--- src/rtl/upramp_sprite_fetch_pkg.sv ---
// Shared constants, palette-index type and sprite image for the upramp sprite fetch.
package upramp_sprite_fetch_pkg;

    localparam int SPRITE_W = 32;
    localparam int SPRITE_H = 32;
    localparam int SCREEN_W = 640;
    localparam int SCREEN_H = 480;

    // Coordinate width covers the larger screen dimension.
    localparam int COORD_W = $clog2((SCREEN_W > SCREEN_H) ? SCREEN_W : SCREEN_H);
    localparam int X_OFF_W = $clog2(SPRITE_W);
    localparam int Y_OFF_W = $clog2(SPRITE_H);
    localparam int ROM_AW  = X_OFF_W + Y_OFF_W;

    // Magenta key entries: palette indices 1, 6, 10 and 11 are see-through.
    localparam logic [15:0] TRANSP_MASK = 16'h0C42;

    typedef logic [3:0] pal_idx_t;

    // Sprite image, one 4-bit palette index per texel, addressed {row, col}.
    // Regenerate the ROM image from this function when the artwork changes.
    function automatic pal_idx_t rom_word(input logic [ROM_AW-1:0] addr);
        return addr[3:0] ^ addr[7:4] ^ {2'b00, addr[9:8]};
    endfunction

endpackage

--- src/rtl/upramp_rom.sv ---
// Sprite image ROM: 1024 x 4-bit, registered (1-cycle) synchronous read.
module upramp_rom
    import upramp_sprite_fetch_pkg::*;
(
    input  logic              clk,
    input  logic [ROM_AW-1:0] addr,
    output pal_idx_t          data
);

    // Registered read of the sprite image.
    always_ff @(posedge clk) begin
        data <= rom_word(addr);
    end

endmodule

--- src/rtl/upramp_sprite_fetch.sv ---
// Sprite fetch for the upramp: box test, ROM address generation and 2-cycle
// palette-index pipeline. Define UPRAMP_FLIP_EN to add the horizontal mirror.
module upramp_sprite_fetch
    import upramp_sprite_fetch_pkg::*;
(
    input  logic               Clk,
    input  logic               Reset,
    input  logic [COORD_W-1:0] DrawX,
    input  logic [COORD_W-1:0] DrawY,
    input  logic               pix_valid,
    input  logic               frame_start,
    input  logic [COORD_W-1:0] pos_x,
    input  logic [COORD_W-1:0] pos_y,
    input  logic               pos_load,
`ifdef UPRAMP_FLIP_EN
    input  logic               flip,
`endif
    output pal_idx_t           index,
    output logic               hit,
    output logic               opaque,
    output logic               out_valid
);

    logic [COORD_W-1:0] pend_x, pend_y, act_x, act_y;
    logic [COORD_W:0]   dx, dy;
    logic [X_OFF_W-1:0] col;
    logic [ROM_AW-1:0]  rom_addr;
    logic               hit0, hit1, valid1;
    pal_idx_t           rom_data;

`ifdef UPRAMP_FLIP_EN
    logic pend_flip, act_flip;

    // Flip request follows the same pending/active handoff as the position.
    always_ff @(posedge Clk or posedge Reset) begin
        if (Reset) begin
            pend_flip <= 1'b0;
            act_flip  <= 1'b0;
        end else begin
            if (pos_load) pend_flip <= flip;
            if (frame_start) act_flip <= pos_load ? flip : pend_flip;
        end
    end
`endif

    // Pending position takes any load; active only changes at frame start.
    always_ff @(posedge Clk or posedge Reset) begin
        if (Reset) begin
            pend_x <= '0;
            pend_y <= '0;
            act_x  <= '0;
            act_y  <= '0;
        end else begin
            if (pos_load) begin
                pend_x <= pos_x;
                pend_y <= pos_y;
            end
            if (frame_start) begin
                act_x <= pos_load ? pos_x : pend_x;
                act_y <= pos_load ? pos_y : pend_y;
            end
        end
    end

    // Stage 0: signed offsets into the box; negative or >= size means outside.
    always_comb begin
        dx   = {1'b0, DrawX} - {1'b0, act_x};
        dy   = {1'b0, DrawY} - {1'b0, act_y};
        hit0 = pix_valid & ~dx[COORD_W] & (dx[COORD_W-1:X_OFF_W] == '0)
                         & ~dy[COORD_W] & (dy[COORD_W-1:Y_OFF_W] == '0);
        col  = dx[X_OFF_W-1:0];
`ifdef UPRAMP_FLIP_EN
        if (act_flip) col = X_OFF_W'(SPRITE_W - 1) - dx[X_OFF_W-1:0];
`endif
        rom_addr = {dy[Y_OFF_W-1:0], col};
    end

    upramp_rom u_rom (
        .clk  (Clk),
        .addr (rom_addr),
        .data (rom_data)
    );

    // Stage 1: qualifiers travel alongside the ROM read.
    always_ff @(posedge Clk or posedge Reset) begin
        if (Reset) begin
            hit1   <= 1'b0;
            valid1 <= 1'b0;
        end else begin
            hit1   <= hit0;
            valid1 <= pix_valid;
        end
    end

    // Stage 2: registered outputs; misses force index 0 and transparent.
    always_ff @(posedge Clk or posedge Reset) begin
        if (Reset) begin
            index     <= '0;
            hit       <= 1'b0;
            opaque    <= 1'b0;
            out_valid <= 1'b0;
        end else begin
            index     <= hit1 ? rom_data : '0;
            hit       <= hit1;
            opaque    <= hit1 & ~TRANSP_MASK[rom_data];
            out_valid <= valid1;
        end
    end

endmodule
--- config.mk ---
export PLATFORM = sky130hd
export DESIGN_NAME = upramp_sprite_fetch
export DESIGN_NICKNAME = d
export VERILOG_FILES = /design/src/rtl/upramp_sprite_fetch_pkg.sv /design/src/rtl/upramp_rom.sv /design/src/rtl/upramp_sprite_fetch.sv
export SDC_FILE = /design/constraint.sdc
export NUM_CORES = 1
export LEC_CHECK = 0
export CORE_MARGIN = 5
export CORE_UTILIZATION = 52
export DETAILED_ROUTE_END_ITERATION = 8
export GPL_TIMING_DRIVEN = 0
export PLACE_DENSITY = 0.79
export SYNTH_ARGS = -nofsm -noshare
export SYNTH_HDL_FRONTEND = slang
export SYNTH_SLANG_ARGS = --single-unit
export TNS_END_PERCENT = 10
--- constraint.sdc ---
create_clock -name Clk -period 2.3 [get_ports Clk]
set_input_delay 0.46 -clock Clk [delete_from_list [all_inputs] [get_ports Clk]]
set_output_delay 0.46 -clock Clk [all_outputs]
set_load 0.03 [all_outputs]
==> results.txt <==
The tools report the first-pass iteration count of the detailed router as 4. In the final layout, the share of cells above drive strength 1 is 15.45%. For this run, the leading register cell type out of synthesis is dfrtp_1.

The post-synthesis register bit count came out at 54. The critical path goes through clkdlybuf4s50_1, inv_1, fa_2, xor2_2, xnor2_2, a21o_1, a211oi_2, a21oi_1, o22ai_1. The cell type contributing the most total cell area after synthesis is dfrtp_1. The average footprint of a synthesized cell was 10.62 um2. Sort of element at the start of the critical path: a primary input. In the final design database the tool counted 396 nets. For the pin with the worst max-slew slack, the measured transition is 0.6331 ns. STA classifies the critical path endpoint as a flop. The signed area change from the synthesized netlist to the final layout is 33.63%.

The number of enable flip-flop cells after synthesis was 0; the count of synthesis-stage warnings from yosys was 0. Clock latency on the worst-skew pair: 0.31 ns. Setup violations remaining at the end of the flow were counted as 0. In the synthesized netlist the async set-or-reset flop fraction comes to 90.74%. The logs give 57.79% for the tightest slew margin relative to the limit and 0.03641 ns for the final worst setup slack. Summed over all layers, the routed wires come to 6207 um.

The tools report the area taken by flip-flops and latches as 1326 um2. The floorplan step defined a core boundary enclosing 5205 um2. On the critical path the largest part of the delay comes from compound AO/OA/AOI/OAI gates.

TritonCTS built the clock tree. The count of H-tree levels built during CTS was 2; the number of remaining DRC errors was 0. The final weighted congestion of routability-driven global placement is 0.8947, and the vias after detailed routing is 2136. The run finished with clean final reports.

The logs give -0.4680 ns for the pre-CTS worst setup slack and 26 for the number of rows created at floorplan. The die width works out to 83.84 um. In this run the remaining antenna-violating nets after routing total 0. The slowest stage of the critical path belongs to the cell fa_2. After detailed routing, the average wire length per cell comes to 15.52 um. The worst stage delay on the critical path is 0.55 ns. Dividing the detail-routed via count by the number of cells gives 5.340.

The critical path data required time was 2.54 ns; the number of I/O pins was 52. Buffers placed on the I/O ports in this run total 49. VDD sags by at most 448.0 uV. The tool flagged a number of max-cap violations equal to 0. The run gives 0 as the hold buffer count at CTS. Synthesis produced 267 cells.

In this run the deepest clock path goes through 2 buffers. Dividing total power by cell area gives a power density of 723.1 nW/um2. The final design utilization is 72.79%. Data on the critical path arrives at its endpoint at 2.50 ns.

The clock slew seen by the registers of the worst setup and hold paths is 0.09 ns. First-pass GRT wire length: 10090 um. The initial utilization of the core area, before any placement, comes to 54.47%. Once placement finished, the instance area stood at 3433 um2. Derived from the worst setup path, the maximum achievable clock frequency is 441.8 MHz. In this run, CTS created clock tree buffers numbering 5. The tree is rooted in a clkbuf_8. The worst min-delay path class was reg -> reg.

The via count of the first global-routing pass was 2159; the number of design-rule violations left by the first detailed-router iteration was 94. The setup path with the least slack is of type in -> reg. The number of clock sinks was 54; the final-layout setup total negative slack was 0 ns. Of all nets on the critical path, the largest fanout is 2. The run gives 0 as the leftover overflow at the end of global routing.

Global routing used 17.96% of the available tracks. Detailed placement ended at an HPWL of 4413 um. Summed over its instances, the top area cell type makes up 43.25% of the synthesized netlist area. The overall die height is 83.84 um. The number of nets in the synthesized netlist is 334.

The most frequent cell after synthesis was dfrtp_1. The number of buffer and inverter stages on the critical path came out at 2. The portion of the post-synthesis area used by sequential elements was 46.78%; the number of antenna violations at the first check in global routing was 0. The diode insertion count for antenna repair came out at 0. The commonest cells after synthesis are dfrtp_1 (49), inv_1 (30), nand2_1 (23). Counting I/O delays and the setup requirement, the final critical path takes 2.264 ns.

Summing all multi-input logic gate instances after layout gives 1573 um2. The number of hold violations in the final report is 0, and the number of slew-limit violations in the final report is 0. By area the synthesized netlist is led by dfrtp_1 (43%), ha_1 (8.8%), mux2_1 (6.4%). The die covers 7029 um2.

The post-route clock skew was 0.004395 ns. Summing all non-filler instances in the final layout gives an area of 3789 um2. After layout, the worst path uses 98.42% of the clock period. The number of distinct library cells after synthesis is 45, and the largest net degree at the start of global routing is 27.

For the count of fill cells added during filler insertion, the log shows 384. The analysis attributes to cell leakage a power of 1.675 nW. After synthesis the cells add up to 2835 um2.
[final timing paths]
path                           from   endpoint  slack [ns]  depth (start not counted)
max                        DrawX[1]       flop        0.04                          9
min                          valid1  out_valid        0.36                          0
min reg2reg                  valid1  out_valid        0.36                          0
min in group asynchronous     Reset  pend_x[8]        0.50                          2
max reg2reg                act_x[0]       flop        0.08                          8
max in group asynchronous     Reset  pend_x[0]        1.29                          3
[report_power, final]
group	internal (mW)	total, mW	switching (mW)
sequential	1.07	1.11	0.0339
combinational	0.489	0.976	0.487
clock	0.355	0.657	0.302
[cells in the final DEF (no fill, tap or decap), drive strengths merged, types with 7 or more instances in the layout]
cell           netlist  layout
dfrtp               49      49
clkdlybuf4s50        0      45
inv                 30      30
o21ai               24      24
nand2               23      23
mux2                22      22
ha                  20      20
clkbuf               6      13
xnor2                7       7
nor2b                7       7
a21oi                7       7
[registers in the layout, summed over array words and instances (netlist names), named ones only]
register / flops
act_y: 10
hit1: 1
hit: 1
u_rom.data: 4
act_x: 10
index: 4
pend_y: 10
opaque: 1
valid1: 1
out_valid: 1
pend_x: 10
[routing by layer]
metal | part of all wire [%] | global-route usage [%] | wire (um) | up-vias
li1 | - | - | - | 1044
met1 | 43 | 22.43 | 2648 | 1033
met2 | 51 | 30.01 | 3144 | 50
met3 | 5.2 | 4.936 | 322 | 9
met4 | 1.5 | 5.994 | 91 | 0
met5 | 0 | 0 | 0 | -
[cell type report]
class	instances	share of cell area, %
multi-input cells	177	41.51
clock inverters	1	0.7926
flip-flops and latches	54	35.01
repair buffers	55	14.53
clock buffers	7	2.279
plain buffers	6	0.5945
well taps	70	2.312
inverters	30	2.972
[worst reg2reg max path: stages (launching register included)]
cell and delay, ns:
dfrtp_1 0.41, ha_2 0.20, fa_2 0.60, xor2_2 0.19
xnor2_2 0.10, a21o_1 0.19, a211oi_2 0.22, a21oi_1 0.07
o22ai_1 0.18
[cell families after synthesis]
logic type | count (synthesis) | synth area share, %
AO/OA/AOI/OAI | 59 | 13.81
XOR/XNOR | 13 | 4.501
adder cells (fa/ha/maj) | 22 | 10.24
buffers and inverters | 36 | 4.766
flip-flops | 54 | 46.78
multiplexers | 23 | 9.091
AND/OR/NAND/NOR | 60 | 10.81
[through the flow]
step / instances / hold slack (ns) / total power, mW
2_1_floorplan: 267 / 0.3312 / 1.695
3_5_place_dp: 387 / 0.3373 / 1.910
5_1_grt: 400 / 0.3894 / 2.896
3_3_place_gp: 386 / 0.3344 / 1.878
6_report: 400 / 0.3579 / 2.739
4_1_cts: 399 / 0.3589 / 2.637
[timing repair]
| action | 4_1_cts | 5_1_grt |
|---|---|---|
| setup buffers | 4 | 1 |
| pin swaps | 15 | 10 |
| endpoints found under the setup margin | 2 | 2 |
| resized for setup | 17 | 23 |
No activity file was read; power rests on OpenSTA's default activity.
==> RTL edit 1: new RTL, same flow settings <==
Add an input register stage for `DrawX`, `DrawY`, `pix_valid`, `pos_x` and `pos_y`, without a reset; this delays them by one clock. The other inputs are not delayed to match.
--- a/src/rtl/upramp_sprite_fetch.sv
+++ b/src/rtl/upramp_sprite_fetch.sv
@@ -20,6 +20,20 @@
     output logic               opaque,
     output logic               out_valid
 );
+
+    logic [COORD_W-1:0] DrawX_q;
+    logic [COORD_W-1:0] DrawY_q;
+    logic pix_valid_q;
+    logic [COORD_W-1:0] pos_x_q;
+    logic [COORD_W-1:0] pos_y_q;
+
+    always_ff @(posedge Clk) begin
+        DrawX_q     <= DrawX;
+        DrawY_q     <= DrawY;
+        pix_valid_q <= pix_valid;
+        pos_x_q     <= pos_x;
+        pos_y_q     <= pos_y;
+    end
 
     logic [COORD_W-1:0] pend_x, pend_y, act_x, act_y;
     logic [COORD_W:0]   dx, dy;
@@ -52,21 +66,21 @@
             act_y  <= '0;
         end else begin
             if (pos_load) begin
-                pend_x <= pos_x;
-                pend_y <= pos_y;
+                pend_x <= pos_x_q;
+                pend_y <= pos_y_q;
             end
             if (frame_start) begin
-                act_x <= pos_load ? pos_x : pend_x;
-                act_y <= pos_load ? pos_y : pend_y;
+                act_x <= pos_load ? pos_x_q : pend_x;
+                act_y <= pos_load ? pos_y_q : pend_y;
             end
         end
     end
 
     // Stage 0: signed offsets into the box; negative or >= size means outside.
     always_comb begin
-        dx   = {1'b0, DrawX} - {1'b0, act_x};
-        dy   = {1'b0, DrawY} - {1'b0, act_y};
-        hit0 = pix_valid & ~dx[COORD_W] & (dx[COORD_W-1:X_OFF_W] == '0)
+        dx   = {1'b0, DrawX_q} - {1'b0, act_x};
+        dy   = {1'b0, DrawY_q} - {1'b0, act_y};
+        hit0 = pix_valid_q & ~dx[COORD_W] & (dx[COORD_W-1:X_OFF_W] == '0)
                          & ~dy[COORD_W] & (dy[COORD_W-1:Y_OFF_W] == '0);
         col  = dx[X_OFF_W-1:0];
 `ifdef UPRAMP_FLIP_EN
@@ -88,7 +102,7 @@
             valid1 <= 1'b0;
         end else begin
             hit1   <= hit0;
-            valid1 <= pix_valid;
+            valid1 <= pix_valid_q;
         end
     end
 
Formal check against the unedited RTL: not equivalent (Yosys sat finds a counterexample within 4 cycles, from zero or initial values and one cycle with Reset high).
==> RTL edit 1 against the original RTL <==
  * Critical path depth down 1
  * Design area is 22% higher
  * Area after synthesis is 31% higher
  * Total power is 42% higher
  * Cell count up 22%
  * Wire length is 5.3% higher
  * Largest power group unchanged
  * Worst setup slack improved by 0.073 ns
  * Sequential cell count rose by 41
  * Clock skew grew 0.0048 ns
  * Critical path type is now flop to flop
  * Die area grew 27%
  * Highest routed layer unchanged
==> RTL edit 1: results (changes against the original RTL) <==
status complete, no violations (unchanged); asr flop ratio synth 51.6% (was 90.7%); Filler Cell Count 527 (was 384); syn nets 391 (was 334); GR Util All Layers 15.8% (was 18.0%); Clk Latency, worst-skew pair 0.36 ns (was 0.31 ns); first-pass GRT wire length 10,900 um (was 10,100 um); initial DRC count 124 (was 94); port bufs 49 (unchanged); VDD IR max 0.549 mV (was 0.448 mV); Max Fanout on Critical Path 3 (was 2); share of layout cells above drive strength 1 13.6% (was 15.5%); Pleak 2.03 nW (was 1.68 nW); H-tree depth 3 (was 2); worst-margin pin slew 0.551 ns (was 0.633 ns); Max stage delay on crit path 0.54 ns; CP Launch Point act_x[0] (was DrawX[1]); routed vias/inst 5.02 (was 5.34); Num CTS Buffers 9 (was 5); nets 453 (was 396); most frequent cells after synthesis dfrtp_1 (49), dfxtp_1 (46), inv_1 (33), nand2_1 (29), o21ai_0 (26) (was dfrtp_1 (49), inv_1 (30), nand2_1 (23), o21ai_0 (21), ha_1 (20)); CP Data Arrival Time 2.44 ns (was 2.50 ns); main area contributors after synthesis dfrtp_1 (33%), dfxtp_1 (25%), ha_1 (6.7%) (was dfrtp_1 (43%), ha_1 (8.8%), mux2_1 (6.4%)); post-DP HPWL 4890 um (was 4410 um); library cells used by synthesis 47 (was 45); GPL Wtd Cong 0.920 (was 0.895); vias in the first global route 2,435 (was 2,159); delay-heaviest family, CP adder cells (was compound AO/OA/AOI/OAI gates); clk_skew 0.00923 ns (was 0.00439 ns)
[RTL edit 1: cells by family after synthesis]
| kind of cell | Yosys count | share of synthesized area (%) |
|---|---|---|
| buffers and inverters | 42 | 4.55 |
| AO/OA/AOI/OAI | 64 | 10.8 |
| adder cells (fa/ha/maj) | 22 | 7.81 |
| multiplexers | 24 | 7.21 |
| XOR/XNOR | 12 | 2.83 |
| AND/OR/NAND/NOR | 65 | 9.06 |
| flip-flops | 95 | 57.8 |
[RTL edit 1: per-stage QoR]
step	utilization (%)	setup slack [ns]	cell area, um^2	hold slack [ns]	std cells
floorplan	-	0.256	3720	0.331	324
global placement	63.0	-0.218	4330	0.334	469
detailed placement	63.3	0.142	4350	0.347	470
CTS	66.5	0.0839	4570	0.365	486
global route	67.2	0.000770	4620	0.370	487
finish	67.2	0.110	4620	0.359	487
[RTL edit 1: report_power, final]
| group | switching [mW] | internal (mW) |
|---|---|---|
| Combinational | 0.436 | 0.409 |
| Sequential | 0.0453 | 1.82 |
| Clock | 0.561 | 0.622 |
[RTL edit 1: repair_timing]
item,4_1_cts,5_1_grt
gates resized for setup,0,7
setup buffers,0,1
hold buffers,0,0
setup endpoints to repair,0,1
[RTL edit 1: per-layer routing]
layer | track usage, % | wire length [um] | vias up
met5 | 0 | 0 | -
met4 | 6.49 | 110 | 0
met3 | 4.94 | 365 | 12
met2 | 25.8 | 3110 | 59
met1 | 19.5 | 2950 | 1144
li1 | - | - | 1228
[RTL edit 1: worst paths after layout]
check	end	slack [ns]	depth (start not counted)
worst min-delay path	out_valid	0.36	0
worst min register to register	out_valid	0.36	0
min in group asynchronous	pend_x[9]	0.37	2
worst max-delay path	flop	0.11	8
worst max register to register	flop	0.11	8
max in group asynchronous	index[3]	1.43	3
[RTL edit 1: worst reg2reg max path: stages (launching register included)]
cell	delay [ns]
dfrtp_1	0.39
ha_1	0.21
fa_2	0.54
xor2_1	0.16
xnor2_1	0.16
and3_4	0.22
a211oi_1	0.04
o21bai_1	0.16
a32o_1	0.21
[RTL edit 1: area by class of cell]
type                            instances  share of cell area (%)
Sequential cell                        95                    46.5
Multi-Input combinational cell        187                    31.3
Timing Repair Buffer                   51                    11.2
Clock buffer                           10                    2.76
Inverter                               34                    2.76
Tap cell                               96                    2.60
Clock inverter                          6                    1.98
Buffer                                  8                   0.894
==> RTL edit 2: new RTL, config.mk and constraints unchanged <==
Without the edit above. Set the package constant `SPRITE_H` to 64 (it was 32).
--- a/src/rtl/upramp_sprite_fetch_pkg.sv
+++ b/src/rtl/upramp_sprite_fetch_pkg.sv
@@ -2,7 +2,7 @@
 package upramp_sprite_fetch_pkg;
 
     localparam int SPRITE_W = 32;
-    localparam int SPRITE_H = 32;
+    localparam int SPRITE_H = 64;
     localparam int SCREEN_W = 640;
     localparam int SCREEN_H = 480;
 
Check against the original RTL: not equivalent (a bounded check fails within 4 cycles, from zero or initial values and one cycle with Reset high).
==> RTL edit 2 against the original RTL <==
  * Area after synthesis rose by 1.5%
  * Total power fell by 2.0%
  * Sequential cell count did not move
  * Count of clock-buffer cells in the layout fell by 1
  * Design area fell by 0.16%
  * Maximum frequency rose by 1.2%
  * First-iteration DRC count rose by 4.3%
  * Worst setup slack improved by 0.027 ns
  * Critical path type unchanged
  * Clock power fell by 6.7%
  * Wire length fell by 3.6%
==> RTL edit 2: results (changes against the original RTL) <==
status complete, no violations (unchanged); Initial DRT Pass Iterations 4 (unchanged); clock buffers 6 (was 7); wire per inst 14.5 um (was 15.5 um); CP Launch Point DrawX[4] (was DrawX[1]); clk tree area frac 2.91% (was 3.07%); Non-CTS buffers 63 (was 61); footprint of the multi-input gates 1550 um^2 (was 1570 um^2); most frequent cells after synthesis dfrtp_1 (49), inv_1 (29), nand2_1 (29), o21ai_0 (24), mux2_2 (22) (was dfrtp_1 (49), inv_1 (30), nand2_1 (23), o21ai_0 (21), ha_1 (20)); H-tree depth 2 (unchanged); Vias 2,168 (was 2,136); GR Util All Layers 17.4% (was 18.0%); Signal buf overhead 15.8% (was 15.1%); DP Area 3480 um^2 (was 3430 um^2); Worst R2R Setup Slack 0.10 ns (was 0.08 ns); multi-input gates 186 (was 177); GPL Wtd Cong 0.905 (was 0.895); clk_skew 0.00648 ns (was 0.00439 ns); initial DRC count 98 (was 94); syn nets 343 (was 334); sequential-to-total area share from yosys stat 46.1% (was 46.8%); WL final 5980 um (was 6210 um); worst hold slack 0.360 ns (was 0.358 ns); switching share of total power 29.7% (was 30.0%); CP Data Arrival Time 2.45 ns (was 2.50 ns); worst-margin pin slew 0.650 ns (was 0.633 ns); met1 Usage GRT 21.7% (was 22.4%); Seq area share 35.1% (was 35.0%); WL met1 2580 um (was 2650 um); clk root buf clkbuf_8 (unchanged); inverters 29 (was 30); nets 406 (was 396); Logic power comb 0.968 mW (was 0.976 mW); share of layout cells above drive strength 1 20.6% (was 15.5%); worst-case clock buffer depth 2 (unchanged); Logic pwr share 36.1% (was 35.6%); Die Wd 84.4 um (was 83.8 um); DR WL met3 353 um (was 322 um); Filler Cell Count 407 (was 384); Syn Inst Count 276 (was 267); VDD IR max 0.400 mV (was 0.448 mV); largest net degree at the start of global routing 30 (was 27); placed cells 398 (was 387); post-route design area 3780 um^2 (was 3790 um^2); library cells used by synthesis 43 (was 45); post-DP HPWL 4470 um (was 4410 um); Max Fanout on Critical Path 5 (was 2); met3 GRT Util 4.61% (was 4.94%); number of gates resized after CTS 10 (was 17); post-place setup slack -0.502 ns (was -0.468 ns); main area contributors after synthesis dfrtp_1 (43%), ha_1 (8.7%), mux2_2 (8.6%) (was dfrtp_1 (43%), ha_1 (8.8%), mux2_1 (6.4%)); crit share post-route 97.2% (was 98.4%); Pleak 1.68 nW (about the same)
## RTL edit 2: cell types whose count changed in the layout (fill, tap and decap cells not counted), moves of 4 or more
| cell | delta |
|---|---|
| nand2_1 | +5 |
| a21o_1 | -4 |
| mux2_2 | +16 |
| mux2_1 | -15 |
| ha_2 | +4 |
| a21oi_1 | +7 |
| dlymetal6s2s_1 | +4 |
## RTL edit 2: worst max-delay path: stages
cell and delay (ns):
clkdlybuf4s50_1 0.48, ha_2 0.32, a21o_1 0.23, a21oi_1 0.17, o22ai_1 0.11, nor4_2 0.31
nand4_1 0.14, nor4_2 0.22
## RTL edit 2: cells by family after synthesis
| kind of cell | Yosys count | synth area share, % |
|---|---|---|
| compound gates | 62 | 13.0 |
| xor+xnor | 11 | 3.83 |
| fa+ha+maj | 22 | 10.1 |
| buf+inv | 36 | 4.70 |
| flops | 54 | 46.1 |
| mux | 28 | 10.9 |
| simple gates | 63 | 11.3 |
